File: config.mk
export PLATFORM = sky130hd
export DESIGN_NAME = cpu6_immenc
export DESIGN_NICKNAME = d
export VERILOG_FILES = /design/src/rtl/cpu6_immenc.sv
export SDC_FILE = /design/constraint.sdc
export NUM_CORES = 1
export LEC_CHECK = 0
export BUFFER_PORTS_ARGS = -buffer_cell sky130_fd_sc_hd__buf_4
export CORE_MARGIN = 2
export CORE_UTILIZATION = 28
export CTS_CLUSTER_SIZE = 12
export DETAILED_ROUTE_END_ITERATION = 8
export PLACE_DENSITY = 0.58
export SYNTH_ARGS = -nofsm -noshare
export SYNTH_HDL_FRONTEND = slang
export SYNTH_SLANG_ARGS = --single-unit
File: constraint.sdc
create_clock -name clk -period 2.62 [get_ports clk]
set_input_delay 0 -clock clk [delete_from_list [all_inputs] [get_ports clk]]
set_output_delay 0 -clock clk [all_outputs]
set_load 0.02 [all_outputs]
File: src/rtl/cpu6_immenc.sv
`default_nettype none
// ============================================================================
// Module      : cpu6_immenc
// Description : Immediate encoder / instruction assembler for cpu6. Scatters
//               a sign-extended immediate (I/S/B) into an instruction
//               template. Encoded words are queued in a small output FIFO
//               with valid/ready handshakes on both sides.
//               Optional build macro CPU6_IMMENC_RANGECHK_EN enables
//               immediate range checking and the saturating error counter.
// Revision    : 1.0 - initial release
// ============================================================================

`ifndef CPU6_XLEN
`define CPU6_XLEN 32
`endif
`ifndef CPU6_BRANCHTYPE_SIZE
`define CPU6_BRANCHTYPE_SIZE 3
`endif
`ifndef CPU6_IMMTYPE_I
`define CPU6_IMMTYPE_I 3'd1
`endif
`ifndef CPU6_IMMTYPE_S
`define CPU6_IMMTYPE_S 3'd2
`endif
`ifndef CPU6_IMMTYPE_B
`define CPU6_IMMTYPE_B 3'd3
`endif

module cpu6_immenc #(
    parameter int DEPTH    = 2,
    parameter int ERRCNT_W = 16
) (
    input  logic                             clk,
    input  logic                             reset,
    input  logic                             in_valid,
    output logic                             in_ready,
    input  logic [`CPU6_XLEN-1:0]            in_base,
    input  logic [`CPU6_BRANCHTYPE_SIZE-1:0] in_immtype,
    input  logic [`CPU6_XLEN-1:0]            in_imm,
    output logic                             out_valid,
    input  logic                             out_ready,
    output logic [`CPU6_XLEN-1:0]            out_instr,
    output logic                             out_err,
    output logic [ERRCNT_W-1:0]              err_cnt
);

    localparam int             PTR_W   = (DEPTH > 1) ? $clog2(DEPTH) : 1;
    localparam logic [PTR_W:0] c_depth = (PTR_W+1)'(DEPTH);

    logic [`CPU6_XLEN-1:0] w_instr;
    logic                  w_err;
    logic                  w_push;
    logic                  w_pop;

    logic [`CPU6_XLEN-1:0] r_mem_instr [DEPTH];
    logic                  r_mem_err   [DEPTH];
    logic [PTR_W-1:0]      r_wr_ptr;
    logic [PTR_W-1:0]      r_rd_ptr;
    logic [PTR_W:0]        r_count;

    // Scatter the immediate into the template; covered bits are overwritten
    always_comb begin
        w_instr = in_base;
        case (in_immtype)
            `CPU6_IMMTYPE_I: begin
                w_instr[31:20] = in_imm[11:0];
            end
            `CPU6_IMMTYPE_S: begin
                w_instr[31:25] = in_imm[11:5];
                w_instr[11:7]  = in_imm[4:0];
            end
            `CPU6_IMMTYPE_B: begin
                w_instr[31]    = in_imm[12];
                w_instr[7]     = in_imm[11];
                w_instr[30:25] = in_imm[10:5];
                w_instr[11:8]  = in_imm[4:1];
            end
            default: begin
                w_instr = in_base;
            end
        endcase
    end

`ifdef CPU6_IMMENC_RANGECHK_EN
    logic [ERRCNT_W-1:0] r_err_cnt;

    // Flag immediates that do not fit the selected field (B also needs even)
    always_comb begin
        w_err = 1'b0;
        case (in_immtype)
            `CPU6_IMMTYPE_I, `CPU6_IMMTYPE_S: begin
                w_err = !((&in_imm[`CPU6_XLEN-1:11]) | ~(|in_imm[`CPU6_XLEN-1:11]));
            end
            `CPU6_IMMTYPE_B: begin
                w_err = !((&in_imm[`CPU6_XLEN-1:12]) | ~(|in_imm[`CPU6_XLEN-1:12]))
                        | in_imm[0];
            end
            default: begin
                w_err = 1'b0;
            end
        endcase
    end

    // Saturating count of accepted requests carrying a range error
    always_ff @(posedge clk) begin
        if (reset) begin
            r_err_cnt <= '0;
        end else if (w_push && w_err && (r_err_cnt != {ERRCNT_W{1'b1}})) begin
            r_err_cnt <= r_err_cnt + 1'b1;
        end
    end

    assign err_cnt = r_err_cnt;
`else
    // Upper immediate bits only matter to the range checker
    logic w_unused_imm;
    assign w_unused_imm = ^in_imm[`CPU6_XLEN-1:13];

    assign w_err   = 1'b0;
    assign err_cnt = '0;
`endif

    assign in_ready  = (r_count != c_depth);
    assign out_valid = (r_count != '0);
    assign w_push    = in_valid & in_ready;
    assign w_pop     = out_valid & out_ready;
    assign out_instr = r_mem_instr[r_rd_ptr];
    assign out_err   = r_mem_err[r_rd_ptr];

    // FIFO storage, pointers and occupancy; reset clears storage so the head reads zero
    always_ff @(posedge clk) begin
        if (reset) begin
            r_wr_ptr <= '0;
            r_rd_ptr <= '0;
            r_count  <= '0;
            for (int i = 0; i < DEPTH; i++) begin
                r_mem_instr[i] <= '0;
                r_mem_err[i]   <= 1'b0;
            end
        end else begin
            if (w_push) begin
                r_mem_instr[r_wr_ptr] <= w_instr;
                r_mem_err[r_wr_ptr]   <= w_err;
                r_wr_ptr              <= r_wr_ptr + 1'b1;
            end
            if (w_pop) begin
                r_rd_ptr <= r_rd_ptr + 1'b1;
            end
            case ({w_push, w_pop})
                2'b10:   r_count <= r_count + 1'b1;
                2'b01:   r_count <= r_count - 1'b1;
                default: r_count <= r_count;
            endcase
        end
    end

endmodule

`default_nettype wire

==> run summary <==
status = finished clean
synth warn = 0
Cell Area, Placed = 4010 um^2
Vias per Instance = 4.32
final count of hold timing violations = 0
initial drt markers = 74
#FFs+latches synth = 69
CP Launch Type = register
Max Slew Vio Count = 0
crit-path cells = nor2b_1 -> inv_1 -> nand2_1 -> ha_1 -> or3_1 -> a21oi_1
CTS Buf Count = 9
die height = 112 um
Register-to-Register Path Depth = 6
DRT Wirelength = 6890 um
Mapped Area = 3290 um^2
top cells by count, synth = edfxtp_1, nor2_1, mux2_2
Hold Crit Class = in2reg
Worst Path Arrival = 2.20 ns
Leak Pwr = 1.89 nW
drt wl/cell = 13.9 um
CTS clk-pin slew, worst paths = 0.06 ns
top-count cell post-synth = edfxtp_1
worst-path maximum fanout = 6
Post-synth EDFFs = 64
Worst Hold Path Cells = 3
Fillers = 1,107
vias in the first global route = 2,246
antenna violations before repair = 0
Core Footprint = 11,400 um^2
Seq/Total Area, Yosys = 61.5%
GRT overflow = 0
Synth top area share = 58.4%
Area growth, synth to finish = 36.9%
Die Width = 112 um
Fin Hold WS = 0.0145 ns
Crit Path Class = reg2reg
TritonRoute pass-1 iters = 4
hpwl dp = 4620 um
post-route minimum period = 1.96 ns
I/O Buffers = 85
relative slew slack = 23.1%
CP max stage delay = 0.45 ns
GRT Total Usage = 11.3%
vias post-DR = 2,138
CTS Sinks = 69
Max VDD drop = 0.472 mV
Setup TNS = 0 ns
Clock Tree Buf Depth = 2
DIE AREA = 12,600 um^2
largest net degree at the start of global routing = 33
Multi-input gate area = 1140 um^2
fmax = 511 MHz
Critical Path RT = 2.86 ns
worst-skew pair later-pin latency = 0.32 ns
Avg Synthesized Cell Area = 13.4 um^2
asr flop ratio synth = 0%
number of inserted diodes = 0
Worst Clk Skew = 0.00661 ns
first-pass GRT wire length = 11,100 um
area leader, netlist = edfxtp_1
Netlist cell types = 31
setup slack, reg-to-reg = 0.66 ns
Synth area leaders = edfxtp_1, mux2_2, and2_1
CP Capture Type = register
Final ANT Viol Nets = 0
routability cong. = 0.759
CTS tree = yes
Cell Pwr Density = 886 nW/um^2
post-route cell area = 4500 um^2
std cell rows = 39
MaxCap Viol Count = 0
Final Non-Filler Cells = 495
Post-Synthesis Cells = 246
H-tree level count = 3
dpl cells = 463
Tcrit/Tclk final = 74.8%
Worst-Margin Slew = 1.14 ns
Initial Util = 28.8%
Ports = 122
post-CTS setup buffer count = 0
ys flop type = edfxtp_1
Root Driver = clkbuf_16
setup violators final = 0
DR DRC count = 0
final-stage net count = 419
RSZ-0062 raised after global routing = no
slowest library cell on the worst path = nor2b_1
Pwr Total = 3.99 mW
flip-flop and latch area = 2020 um^2
share of cells above drive strength 1 = 41.5%
-- logic make-up (layout without fill, tap and decap cells) --
logic type               count (synthesis)  count (layout)  share of synthesized area (%)
flip-flops                              69              69                           61.5
AND/OR/NAND/NOR                         82              82                           13.1
adder cells (fa/ha/maj)                  1               1                          0.380
XOR/XNOR                                 3               3                          0.799
AO/OA/AOI/OAI                            7               7                           1.22
multiplexers                            50              50                           16.5
buffers and inverters                   33             123                           6.35
other                                    1              17                          0.114
-- sequential cells by signal, indices dropped and copies added (netlist names), named ones only --
signal       count
r_mem_instr     64
r_count          2
r_rd_ptr         1
r_wr_ptr         1
-- report_power, final --
part | switching [mW] | internal, mW | leakage [nW]
sequential | 0.135 | 1.40 | 0.720
combinational | 0.592 | 0.573 | 1.02
clock | 0.452 | 0.837 | 0.156
-- area by class of cell --
cell class / instances / area share [%]
Tap cell: 143 / 3.97
Clock inverter: 7 / 2.20
Timing Repair Buffer: 104 / 18.2
Inverter: 3 / 0.250
Sequential cell: 69 / 44.9
Multi-Input combinational cell: 160 / 25.4
Clock buffer: 9 / 5.00
-- stage by stage --
step	utilization (%)	worst slack, ns
finish	39.4	0.661
global route	39.4	0.508
CTS	39.3	0.704
detailed placement	35.1	0.724
global placement	35.1	0.714
floorplan	-	0.404
-- timing repair --
| action | 4_1_cts | 5_1_grt |
|---|---|---|
| hold endpoints to repair | 35 | 0 |
| gates resized for setup | 0 | 0 |
| hold buffers | 16 | 0 |
| setup endpoints to repair | 0 | 0 |
-- routing by layer --
metal / vias to the layer above / global-route usage [%] / share of wire (%)
li1: 1041 / - / -
met5: - / 0 / 0
met4: 0 / 4.39 / 1.3
met3: 4 / 2.65 / 4.1
met1: 1036 / 13.3 / 41
met2: 57 / 20.0 / 54
-- worst max-delay path: cells and delay by family (launching register included) --
| family | cells | cell delay, ns |
|---|---|---|
| adder cells (fa/ha/maj) | 1 | 0.26 |
| flip-flops | 1 | 0.37 |
| AND/OR/NAND/NOR | 3 | 0.92 |
| buffers and inverters | 1 | 0.17 |
| AO/OA/AOI/OAI | 1 | 0.17 |
-- final timing paths --
kind	start	endpoint
max reg2reg	r_count[1]	r_count[1]
max	r_count[1]	r_count[1]
min reg2reg	r_rd_ptr	register
min	in_base[24]	r_mem_instr[0][24]
-- cell usage in the layout (no fill, tap or decap), types with 2 or more instances in the layout --
cell type and n:
a21oi_1 2, buf_4 88, edfxtp_1 64, nor2_1 35
inv_1 3, bufinv_16 2, clkbuf_16 9, or4_1 2
xnor2_1 2, mux2i_1 16, nor2b_1 2, dfxtp_1 4
mux2_2 34, and2_1 30, o21ai_0 3, dlygate4sd3_1 16
clkinv_4 2, conb_1 17, nor3_1 2, nand2b_2 2
Power figures use the tool's default switching activity.
